===== src/rtl/sd_pkg.sv =====
// Shared constants and state encoding for the SD command-line response receiver.
package sd_pkg;

    localparam logic [6:0] CRC7_POLY   = 7'h09;
    localparam int         SHORT_BITS  = 48;
    localparam int         LONG_BITS   = 136;
    localparam int         NCR_MAX_DEF = 64;

    typedef enum logic [1:0] {
        IDLE       = 2'd0,
        WAIT_START = 2'd1,
        RECV       = 2'd2,
        DONE       = 2'd3
    } rx_state_e;

endpackage


===== src/rtl/sd_cmd_resp_rx_crc7.sv =====
// Serial CRC7 (x^7 + x^3 + 1), one bit per enabled cycle, MSB-first.
module crc7_serial
    import sd_pkg::*;
(
    input  logic       clk,
    input  logic       rst,
    input  logic       clr,
    input  logic       en,
    input  logic       din,
    output logic [6:0] crc
);

    logic [6:0] crc_q, crc_d;
    logic       fb;

    always_comb begin
        crc_d = crc_q;
        fb    = crc_q[6] ^ din;
        if (clr) begin
            crc_d = '0;
        end else if (en) begin
            crc_d = {crc_q[5:0], 1'b0} ^ (fb ? CRC7_POLY : 7'h00);
        end
    end

    always_ff @(posedge clk) begin
        if (rst) crc_q <= '0;
        else     crc_q <= crc_d;
    end

    assign crc = crc_q;

endmodule


===== src/rtl/sd_cmd_resp_rx.sv =====
// Receives one SD command response (48-bit or 136-bit R2) from the CMD line,
// checks CRC7, end bit and direction bit, and reports a Ncr timeout.
module sd_cmd_resp_rx
    import sd_pkg::*;
#(
    parameter int NCR_MAX    = sd_pkg::NCR_MAX_DEF,
    parameter int LONG_BITS  = sd_pkg::LONG_BITS,
    parameter int SHORT_BITS = sd_pkg::SHORT_BITS
) (
    input  logic         clk,
    input  logic         rst,
    input  logic         bit_en,
    input  logic         cmd_in,
    input  logic         start,
    input  logic         resp_long,
    input  logic         crc_skip,
    output logic         busy,
    output logic         done,
    output logic [5:0]   resp_index,
    output logic [31:0]  resp_arg,
    output logic [119:0] resp_r2,
    output logic         crc_err,
    output logic         end_err,
    output logic         dir_err,
    output logic         timeout,
    output logic [1:0]   state_dbg
);

    localparam int CW = $clog2(LONG_BITS);
    localparam int WW = $clog2(NCR_MAX + 1);
    localparam logic [CW-1:0] LAST_SHORT = CW'(SHORT_BITS - 1);
    localparam logic [CW-1:0] LAST_LONG  = CW'(LONG_BITS - 1);
    localparam logic [CW-1:0] CRC_END_S  = CW'(SHORT_BITS - 9);
    localparam logic [CW-1:0] CRC_BEG_L  = CW'(8);
    localparam logic [CW-1:0] CRC_END_L  = CW'(LONG_BITS - 9);
    localparam logic [WW-1:0] WAIT_LAST  = WW'(NCR_MAX - 1);

    rx_state_e            state_q, state_d;
    logic [CW-1:0]        bit_cnt_q, bit_cnt_d;
    logic [WW-1:0]        wait_cnt_q, wait_cnt_d;
    logic [LONG_BITS-1:0] shift_q, shift_d, shift_in;
    logic                 long_q, long_d;
    logic                 skip_q, skip_d;
    logic [5:0]           resp_index_q, resp_index_d;
    logic [31:0]          resp_arg_q, resp_arg_d;
    logic [119:0]         resp_r2_q, resp_r2_d;
    logic                 crc_err_q, crc_err_d;
    logic                 end_err_q, end_err_d;
    logic                 dir_err_q, dir_err_d;
    logic                 timeout_q, timeout_d;
    logic                 crc_clr, crc_en;
    logic [6:0]           crc_val;
    logic [6:0]           crc_rx;

    crc7_serial u_crc (
        .clk (clk),
        .rst (rst),
        .clr (crc_clr),
        .en  (crc_en),
        .din (cmd_in),
        .crc (crc_val)
    );

    // Frame as it will look once the current cmd_in bit is shifted in.
    assign shift_in = {shift_q[LONG_BITS-2:0], cmd_in};
    assign crc_rx   = shift_in[7:1];

    always_comb begin
        state_d      = state_q;
        bit_cnt_d    = bit_cnt_q;
        wait_cnt_d   = wait_cnt_q;
        shift_d      = shift_q;
        long_d       = long_q;
        skip_d       = skip_q;
        resp_index_d = resp_index_q;
        resp_arg_d   = resp_arg_q;
        resp_r2_d    = resp_r2_q;
        crc_err_d    = crc_err_q;
        end_err_d    = end_err_q;
        dir_err_d    = dir_err_q;
        timeout_d    = timeout_q;
        crc_clr      = 1'b0;
        crc_en       = 1'b0;

        case (state_q)
            IDLE: begin
                if (start) begin
                    state_d    = WAIT_START;
                    long_d     = resp_long;
                    skip_d     = crc_skip;
                    bit_cnt_d  = '0;
                    wait_cnt_d = '0;
                    shift_d    = '0;
                    crc_clr    = 1'b1;
                    crc_err_d  = 1'b0;
                    end_err_d  = 1'b0;
                    dir_err_d  = 1'b0;
                    timeout_d  = 1'b0;
                end
            end
            WAIT_START: begin
                if (bit_en) begin
                    if (!cmd_in) begin
                        // The start bit is frame bit 0 and is CRC-covered only in short frames.
                        state_d   = RECV;
                        shift_d   = shift_in;
                        bit_cnt_d = CW'(1);
                        crc_en    = !long_q;
                    end else begin
                        wait_cnt_d = wait_cnt_q + WW'(1);
                        if (wait_cnt_q == WAIT_LAST) begin
                            timeout_d = 1'b1;
                            state_d   = DONE;
                        end
                    end
                end
            end
            RECV: begin
                if (bit_en) begin
                    shift_d   = shift_in;
                    bit_cnt_d = bit_cnt_q + CW'(1);
                    crc_en    = long_q ? (bit_cnt_q >= CRC_BEG_L && bit_cnt_q <= CRC_END_L)
                                       : (bit_cnt_q <= CRC_END_S);
                    if (long_q ? (bit_cnt_q == LAST_LONG) : (bit_cnt_q == LAST_SHORT)) begin
                        state_d   = DONE;
                        end_err_d = !shift_in[0];
                        crc_err_d = (crc_val != crc_rx) && !skip_q;
                        if (long_q) begin
                            dir_err_d = shift_in[LONG_BITS-2];
                            resp_r2_d = shift_in[LONG_BITS-9:8];
                        end else begin
                            dir_err_d    = shift_in[SHORT_BITS-2];
                            resp_index_d = shift_in[SHORT_BITS-3:SHORT_BITS-8];
                            resp_arg_d   = shift_in[39:8];
                        end
                    end
                end
            end
            DONE: begin
                state_d = IDLE;
            end
            default: begin
                state_d = IDLE;
            end
        endcase
    end

    always_ff @(posedge clk) begin
        if (rst) begin
            state_q      <= IDLE;
            bit_cnt_q    <= '0;
            wait_cnt_q   <= '0;
            shift_q      <= '0;
            long_q       <= 1'b0;
            skip_q       <= 1'b0;
            resp_index_q <= '0;
            resp_arg_q   <= '0;
            resp_r2_q    <= '0;
            crc_err_q    <= 1'b0;
            end_err_q    <= 1'b0;
            dir_err_q    <= 1'b0;
            timeout_q    <= 1'b0;
        end else begin
            state_q      <= state_d;
            bit_cnt_q    <= bit_cnt_d;
            wait_cnt_q   <= wait_cnt_d;
            shift_q      <= shift_d;
            long_q       <= long_d;
            skip_q       <= skip_d;
            resp_index_q <= resp_index_d;
            resp_arg_q   <= resp_arg_d;
            resp_r2_q    <= resp_r2_d;
            crc_err_q    <= crc_err_d;
            end_err_q    <= end_err_d;
            dir_err_q    <= dir_err_d;
            timeout_q    <= timeout_d;
        end
    end

    assign busy       = (state_q == WAIT_START) || (state_q == RECV);
    assign done       = (state_q == DONE);
    assign resp_index = resp_index_q;
    assign resp_arg   = resp_arg_q;
    assign resp_r2    = resp_r2_q;
    assign crc_err    = crc_err_q;
    assign end_err    = end_err_q;
    assign dir_err    = dir_err_q;
    assign timeout    = timeout_q;
    assign state_dbg  = state_q;

endmodule


===== config.mk =====
export PLATFORM = sky130hd
export DESIGN_NAME = sd_cmd_resp_rx
export DESIGN_NICKNAME = d
export VERILOG_FILES = /design/src/rtl/sd_pkg.sv /design/src/rtl/sd_cmd_resp_rx_crc7.sv /design/src/rtl/sd_cmd_resp_rx.sv
export SDC_FILE = /design/constraint.sdc
export NUM_CORES = 1
export LEC_CHECK = 0
export ABC_AREA = 1
export BUFFER_PORTS_ARGS = -buffer_cell sky130_fd_sc_hd__clkbuf_2
export CAP_MARGIN = 20
export CORE_MARGIN = 3
export CORE_UTILIZATION = 60
export CTS_CLUSTER_DIAMETER = 60
export DETAILED_ROUTE_END_ITERATION = 8
export GPL_ROUTABILITY_DRIVEN = 0
export GPL_TIMING_DRIVEN = 0
export MAX_ROUTING_LAYER = met4
export PLACE_DENSITY = 0.91
export SYNTH_ARGS = -nofsm -noshare
export SYNTH_HDL_FRONTEND = slang
export SYNTH_HIERARCHICAL = 1
export SYNTH_SLANG_ARGS = --single-unit
export TNS_END_PERCENT = 100

===== constraint.sdc =====
create_clock -name clk -period 6.5 [get_ports clk]
set_clock_uncertainty 0.2 [all_clocks]
set_input_delay 1.3 -clock clk [delete_from_list [all_inputs] [get_ports clk]]
set_output_delay 1.3 -clock clk [all_outputs]
set_load 0.02 [all_outputs]

==> results.toml, run 1 <==
[route]
via_per_inst = 5.63
ant_nets = 0
drc = 0
drt_wl_total_mm = 34.1
vias = 12300
drt-initial-drc-count = 1194
drt_first_pass_iters = 6
wl_per_cell_um = 15.6

[pwr]
pwr-share-clk_pct = 31.9
leakage_nw = 5.71
internal-power_mw = 3.91
sw_frac_of_total_pct = 34.7
power_frac_comb_pct = 24.5
power.density_nw_per_um2 = 400
p_seq_share_pct = 43.7
netSwitchingPower_mw = 2.08
ir_drop_uv = 241

[layout]
drive_gt1_share_pct = 14.3
final_cells = 2186
final_util_pct = 73.0
fillCellCount = 1473
area_growth_pct = 18.1
final_nets = 1907
regArea_um2 = 6450
multi_input_area_um2 = 4940

[clock_tree]
clock_path_buffers = 3
clk_pin_slew_ps = 70
cts_inserted_buffers = 30
cts_resized = 0
clock_sinks = 322
root_buffer = "clkbuf_16"
clk_latency_ps = 560
cts_hold_buf = 0
cts_setup_buffers = 0
ctsHtreeMaxLevel = 1
cts_tree = "yes"

[timing]
tns_ps = 0
setup_violations = 0
finalHoldViolations = 0
relSlewSlack_pct = 29.1
rsz0062_at_grt = "false"
tightest_slew_ps = 1060
timing.fmax_mhz = 327
post-route-period-util_pct = 47.0
whs_ps = 261
setup_ws_ps = 3440
finalCriticalPeriod_ps = 3060
drv_slew = 0

[place]
port_buffers = 172
placed_cells_incl_taps = 2131
dp_slack_ps = 3100
place_hpwl_mm = 22.7

[yosys]
synth_async_sr_flop_share_pct = 0
synth-edff-count = 0
synth_most_common_cell = "dfxtp_1"
synth_top_cell_by_area = "dfxtp_1"
ys_ff_latch = 322
synth_top_cell_area_share_pct = 50.9
yosys_warnings = 6
netlist_top_cells_count = "322 x dfxtp_1, 311 x a21oi_1, 222 x nand2_1, 174 x nor2_1, 173 x inv_1"
synth_ff_type = "dfxtp_1"
syn_area_um2 = 12700
avgSynthCellArea_um2 = 7.50
syn_inst = 1689
synth_fp_nets = 1703
yosysUniqueCellTypes = 26
ys_seq_area_share_pct = 50.9
synth.area.top_cells = "dfxtp_1 51%, a21oi_1 12%, nand3_1 6.7%"

[outcome]
status = "finished, final reports clean"

[floorplan]
io_pins = 173
initial_core_util_pct = 61.8
die_w_um = 151
die_h_um = 151
placement_rows = 52
coreArea_um2 = 20500
dieArea_um2 = 22900

[hold_path]
hp-class = "reg -> reg"

[grt]
overflow = 0
grt_util_all_layers_pct = 29.5
grt_pass1_wl_mm = 54.2
grt_pass1_vias = 11400
grt_antenna_before_repair = 1
grt_max_degree = 16

[critical_path]
start_kind = "flop"
r2r-start = "state_dbg[0]"
crit_type = "reg -> out"
crit_end = "busy"
crit_path_start = "state_dbg[0]"
rrSetupSlack_ps = 3540
critPathMaxFanout = 5
worstPathRequired_ps = 5000
r2r_end = "shift_q[118]"
critPathCaptureType = "primary output"
rr_worst_depth = 9
arrival_ps = 1560

[run]
max_cap_viol_count = 0
[cell families after synthesis]
family / after synthesis / share of synthesized area, %
xor+xnor: 9 / 0.622
fa+ha+maj: 7 / 0.691
buf+inv: 306 / 10.1
flops: 322 / 50.9
simple gates: 578 / 19.1
compound gates: 467 / 18.6
[metal layers]
layer / routed length [µm] / vias to the layer above / track usage, %
li1: - / 5924 / -
met4: 1210 / 0 / 11.3
met1: 13400 / 5718 / 36.2
met2: 16400 / 567 / 48.6
met5: 0 / - / -
met3: 3050 / 106 / 5.12
[critical path, stage by stage, from the launching register on]
cell      delay (ps)
dfxtp_1          410
inv_1            120
ha_1             320
clkbuf_2         160
[area by class of cell]
type | count | share of cell area (%)
Antenna cell | 1 | 0.0167
Buffer | 132 | 4.22
Clock buffer | 44 | 6.04
Clock inverter | 10 | 1.25
Inverter | 174 | 4.36
Multi-Input combinational cell | 1061 | 33.0
Sequential cell | 322 | 43.1
Tap cell | 270 | 2.26
Timing Repair Buffer | 172 | 5.75
[power groups by stage]
stage | Sequential (mW) | Combinational [mW] | Clock (mW)
2_1_floorplan | 2.57 | 1.06 | 0
3_3_place_gp | 2.62 | 1.35 | 0
3_5_place_dp | 2.63 | 1.41 | 0
4_1_cts | 2.60 | 1.43 | 1.91
5_1_grt | 2.64 | 1.66 | 2.00
6_report | 2.61 | 1.46 | 1.91
[worst min-delay path by stage]
stage                   endpoint  depth (start not counted)  slack [ps]          from
floorplan           shift_q[127]                          2         230  shift_q[127]
global placement    shift_q[127]                          2         240  shift_q[127]
detailed placement  shift_q[127]                          2         250  shift_q[127]
CTS                 shift_q[127]                          2         260  shift_q[127]
global route         resp_r2[79]                          2         280   resp_r2[79]
finish               resp_r2[42]                          2         260   resp_r2[42]
[through the flow]
step / total power [mW] / cell area, µm²
after floorplan: 3.63 / 12700
after CTS: 5.94 / 15000
final: 5.98 / 15000
after global placement: 3.97 / 13900
after detailed placement: 4.04 / 13900
after global routing: 6.30 / 15000
[cells in the final DEF (no fill, tap or decap), types with 10 or more instances in the layout]
cell,n
inv_1,173
nand3_1,170
buf_2,33
clkbuf_1,88
clkbuf_8,10
buf_6,11
nor2_1,174
clkbuf_2,173
clkbuf_16,30
a21oi_1,311
dfxtp_1,322
nand2_1,222
o21ai_0,147
[flip-flops by register name (all words and copies together), names as in the netlist, 2 cells and up]
register and count:
bit_cnt_q 8, resp_arg 32, resp_index 6, resp_r2 120, shift_q 134, state_dbg 2, u_crc/crc 7, wait_cnt_q 7
No activity file was read; power rests on OpenSTA's default activity.
==> inputs of run 2 (changes only) <==
- CORE_UTILIZATION: 60 -> 52
- PLACE_DENSITY: 0.91 -> 0.84
- clock period: 6.5 -> 2.6 ns (I/O delays scaled with it)
==> run 2 against run 1 <==
Count of clock-buffer cells in the layout rose by 1. Register-to-register slack got worse by 3400 ps. Critical path type is now reg -> reg. Global-route usage fell by 4.8 points. Wire length fell by 3.0%. Sequential power rose by 150%. Cell count rose by 2.3%. Critical path depth rose by 7. Sequential share of layout area barely moved. Core utilization fell by 9.8 points.
==> results.toml, run 2 (synthesized netlist as in run 1, its figures left out) <==
[clock_tree]
clock_path_buffers = 3
clk_pin_slew_ps = 60
root_buffer = "clkbuf_16"
cts_tree = "yes"
cts_inserted_buffers = 31
ctsHtreeMaxLevel = 1
clk_latency_ps = 560
clock_sinks = 322

[critical_path]
arrival_ps = 2750
rr_worst_depth = 10
start_kind = "flop"
critPathCaptureType = "flop"
critPathMaxFanout = 10
worstPathRequired_ps = 2880
crit_type = "reg -> reg"

[route]
drt_wl_total_mm = 33.0
via_per_inst = 5.35
drt-initial-drc-count = 875
vias = 12000
drt_first_pass_iters = 5
wl_per_cell_um = 14.8
ant_nets = 0
drc = 0

[grt]
overflow = 0
grt_max_degree = 16
grt_pass1_wl_mm = 52.9
grt_pass1_vias = 11200
grt_antenna_before_repair = 0
grt_util_all_layers_pct = 24.7

[timing]
finalHoldViolations = 0
drv_slew = 0
setup_violations = 0
setup_ws_ps = 123
relSlewSlack_pct = 42.8
timing.fmax_mhz = 404
tightest_slew_ps = 858
post-route-period-util_pct = 95.3
rsz0062_at_grt = "true"
finalCriticalPeriod_ps = 2480

[layout]
area_growth_pct = 18.0
finish.instance_area_um2 = 15000
final_cell_mix = "321 x dfxtp_1, 311 x a21oi_1, 222 x nand2_1"
fillCellCount = 2057
multi_input_area_um2 = 4950
regArea_um2 = 6450
largest_reg_flops = 134
final_common_cell = "dfxtp_1"
regMostFlops = "shift_q"
n_antenna_cell = 0
drive_gt1_share_pct = 14.7
final_nets = 1908

[place]
dp_slack_ps = -294
post_dp_cell_area_um2 = 13900
place_hpwl_mm = 22.9
port_buffers = 172

[pwr]
leakage_nw = 5.69
ir_drop_uv = 484
power.density_nw_per_um2 = 977

[floorplan]
placement_rows = 56
io_pins = 173
initial_core_util_pct = 53.5
dieArea_um2 = 26300
die_h_um = 162
coreArea_um2 = 23700
die_w_um = 162

[run]
max_cap_viol_count = 0

[outcome]
status = "finished, final reports clean"

[hold_path]
hold_depth = 3
hp-class = "in -> reg"
[run 2: cell types whose count changed in the layout (fill, tap and decap cells not counted), moves of 3 or more]
cell,delta
buf_2,-4
clkbuf_1,-3
clkbuf_2,+11
clkinvlp_4,+3
clkbuf_8,-8
buf_4,+3
[run 2: area by class of cell]
type / count / area share, %
multi-input combinational: 1061 / 33.1
sequential: 322 / 43.1
clock buffer: 45 / 5.67
timing repair buffer: 172 / 5.75
tap: 319 / 2.67
buffer: 132 / 4.38
clock inverter: 11 / 0.945
inverter: 174 / 4.37
[run 2: critical path: stages (launching register included)]
cell and delay [ps]:
dfxtp_1 410, inv_1 120, ha_1 210, buf_2 180, inv_1 230, nor2_4 120, nand2_1 130, buf_4 290
buf_2 260, nand2_1 100, a21oi_1 160
[run 2: power by group]
part / total [mW] / leakage [nW] / switching (mW) / internal, mW
clock: 4.42 / 0.474 / 1.87 / 2.56
combinational: 3.66 / 2.59 / 2.61 / 1.05
sequential: 6.52 / 2.62 / 0.644 / 5.88
[run 2: layer usage]
metal  global-route usage, %  vias up  part of all wire, %
li1                        -     5910                    -
met4                    9.85        0                  3.5
met1                    30.7     5516                   42
met5                       -        -                    0
met3                    3.39       97                  7.0
met2                    40.8      443                   48
[run 2: stage by stage]
step / std cells / hold slack (ps) / utilization (%) / power [mW] / TNS [ps]
final: 2236 / 59.5 / 63.2 / 14.6 / 0
after CTS: 2236 / 39.2 / 63.1 / 14.6 / -15.9
after floorplan: 1689 / 230 / - / 9.08 / 0
after detailed placement: 2180 / 252 / 58.8 / 10.1 / -16440
after global routing: 2236 / 48.3 / 63.2 / 15.5 / -121
after global placement: 2180 / 241 / 58.8 / 9.95 / -10260
[run 2: worst paths after layout]
path | start | to | slack, ps
worst max-delay path | state_dbg[0] | resp_r2[26] | 120
worst min-delay path | crc_skip | skip_q | 60
worst max register to register | state_dbg[0] | resp_r2[26] | 120
worst min register to register | shift_q[127] | shift_q[127] | 260
[run 2: repair_timing]
action                     CTS  global route
setup endpoints to repair  109           192
hold buffers                 0             0
gates resized for setup      7            21
buffers inserted             0             0
==> inputs of run 3 (changes only) <==
- CORE_UTILIZATION: 52 -> 35
- MAX_ROUTING_LAYER: met4 -> default
- PLACE_DENSITY: 0.84 -> 0.63
==> run 3 against run 2 <==
Wire length is 4.4% higher. Flip-flop and latch count unchanged. Critical path depth is 1 lower. First-iteration DRC count is 22% lower. Critical path type unchanged. Core utilization is 20 points lower. Fmax rose by 1.2%. Critical endpoint is now resp_r2[116]. Final area grew 2.8%. Sequential share of layout area down 1.2 points. Clock power rose by 15%. Highest routed layer unchanged. Worst hold slack gained 34 ps.
==> results.toml, run 3 (synthesized netlist as in run 1, its figures left out) <==
[timing]
timing.fmax_mhz = 409
setup_violations = 0
relSlewSlack_pct = 28.9
rsz0062_at_grt = "true"
whs_ps = 93.3
drv_slew = 0
tightest_slew_ps = 1070
finalHoldViolations = 0
finalCriticalPeriod_ps = 2450
post-route-period-util_pct = 94.1

[route]
drt-initial-drc-count = 682
vias = 11700
drt_first_pass_iters = 5
drc = 0
drt_wl_total_mm = 34.5
ant_nets = 0
wl_per_cell_um = 14.4
via_per_inst = 4.91

[pwr]
leakage_nw = 5.81
netSwitchingPower_mw = 5.31
ir_drop_uv = 420
power.density_nw_per_um2 = 993
p_seq_share_pct = 42.7
internal-power_mw = 9.96
pwr-share-clk_pct = 33.4
power_frac_comb_pct = 24.0
sw_frac_of_total_pct = 34.8

[clock_tree]
clock_sinks = 322
clk_latency_ps = 520
clk_pin_slew_ps = 60
root_buffer = "clkbuf_16"
ctsHtreeMaxLevel = 2
cts_inserted_buffers = 37
cts_tree = "yes"
clock_path_buffers = 3

[outcome]
status = "finished, final reports clean"

[place]
placed_cells_incl_taps = 2322
port_buffers = 172
place_hpwl_mm = 24.4
post_dp_cell_area_um2 = 14100

[layout]
drive_gt1_share_pct = 15.4
final_cells = 2391
final_cell_mix = "321 x dfxtp_1, 311 x a21oi_1, 222 x nand2_1"
area_growth_pct = 21.3
regMostFlops = "shift_q"
n_antenna_cell = 0
finish.instance_area_um2 = 15400
final_common_cell = "dfxtp_1"
largest_reg_flops = 134
final_nets = 1915

[hold_path]
hold_start = "crc_skip"
hold_depth = 3
whs_endpoint = "skip_q"
hp-class = "in -> reg"

[grt]
grt_max_degree = 14
grt_util_all_layers_pct = 17.3
grt_pass1_vias = 10800
overflow = 0
grt_antenna_before_repair = 0
grt_pass1_wl_mm = 55.3

[floorplan]
die_h_um = 196
die_w_um = 196
io_pins = 173
initial_core_util_pct = 35.5
placement_rows = 69
coreArea_um2 = 35700
dieArea_um2 = 38500

[critical_path]
worstPathRequired_ps = 2840
r2r-start = "state_dbg[0]"
rr_worst_depth = 9
rrSetupSlack_ps = 150
start_kind = "flop"
arrival_ps = 2680
critPathCaptureType = "flop"
critPathMaxFanout = 10
r2r_end = "resp_r2[116]"
crit_type = "reg -> reg"

[run]
max_cap_viol_count = 0
==> run 3: changes by cell type in the layout (fill, tap and decap cells not counted) <==
cell	delta
clkbuf_2	-2
bufinv_16	-3
buf_2	-1
clkinv_4	+1
buf_6	+1
clkbuf_1	-2
clkbuf_8	+7
inv_8	+2
inv_1	-1
clkinv_2	+2
clkbuf_16	+8
clkbuf_4	+1
==> run 3: worst max path at each step <==
stage / start / end / slack (ps)
2_1_floorplan: state_dbg[0] / shift_q[100] / 230
3_3_place_gp: state_dbg[0] / shift_q[7] / -400
3_5_place_dp: state_dbg[0] / shift_q[124] / -390
4_1_cts: state_dbg[0] / shift_q[5] / 4
5_1_grt: state_dbg[0] / shift_q[101] / -6
6_report: state_dbg[0] / resp_r2[116] / 150
==> run 3: final cells by class <==
cell class / instances / area, µm²
Clock inverter: 12 / 85.1
Inverter: 174 / 657
Clock buffer: 56 / 1130
Buffer: 132 / 659
Fill cell: 3626 / 20300
Sequential cell: 322 / 6450
Timing Repair Buffer: 173 / 868
Tap cell: 461 / 577
Multi-Input combinational cell: 1061 / 4950
==> run 3: power groups by stage <==
stage	Clock, mW	Sequential [mW]	Combinational (mW)
floorplan	0	6.42	2.66
global placement	0	6.58	3.50
detailed placement	0	6.60	3.56
CTS	5.20	6.50	3.62
global route	5.40	6.63	4.21
finish	5.09	6.51	3.66
==> run 3: through the flow <==
| step | TNS [ps] | power [mW] | setup slack [ps] | utilization (%) |
|---|---|---|---|---|
| floorplan | 0 | 9.08 | 233 | - |
| global placement | -32330 | 10.1 | -405 | 39.6 |
| detailed placement | -34390 | 10.2 | -385 | 39.6 |
| CTS | 0 | 15.3 | 3.89 | 43.1 |
| global route | -10.2 | 16.2 | -5.97 | 43.1 |
| finish | 0 | 15.3 | 154 | 43.1 |
==> run 3: per-layer routing <==
layer | global-route usage [%] | up-vias | wire length [µm]
met4 | 4.78 | 0 | 790
met3 | 2.76 | 55 | 1970
met1 | 23.9 | 5435 | 16200
li1 | - | 5939 | -
met2 | 28.2 | 308 | 15600
met5 | 0 | - | 0
==> run 3: timing repair <==
item,4_1_cts,5_1_grt
pin swaps,0,1
gates cloned,0,0
resized for setup,11,11
setup buffers,0,1
setup endpoints to repair,174,133
hold buffers,0,0
==> run 3: worst max-delay path, stage by stage, from the launching register on <==
cell and delay (ps):
dfxtp_1 360, inv_1 130, ha_1 160, buf_2 240
clkinvlp_4 230, nor2_4 210, buf_6 270, buf_4 250
nand3_1 140, a21oi_1 170
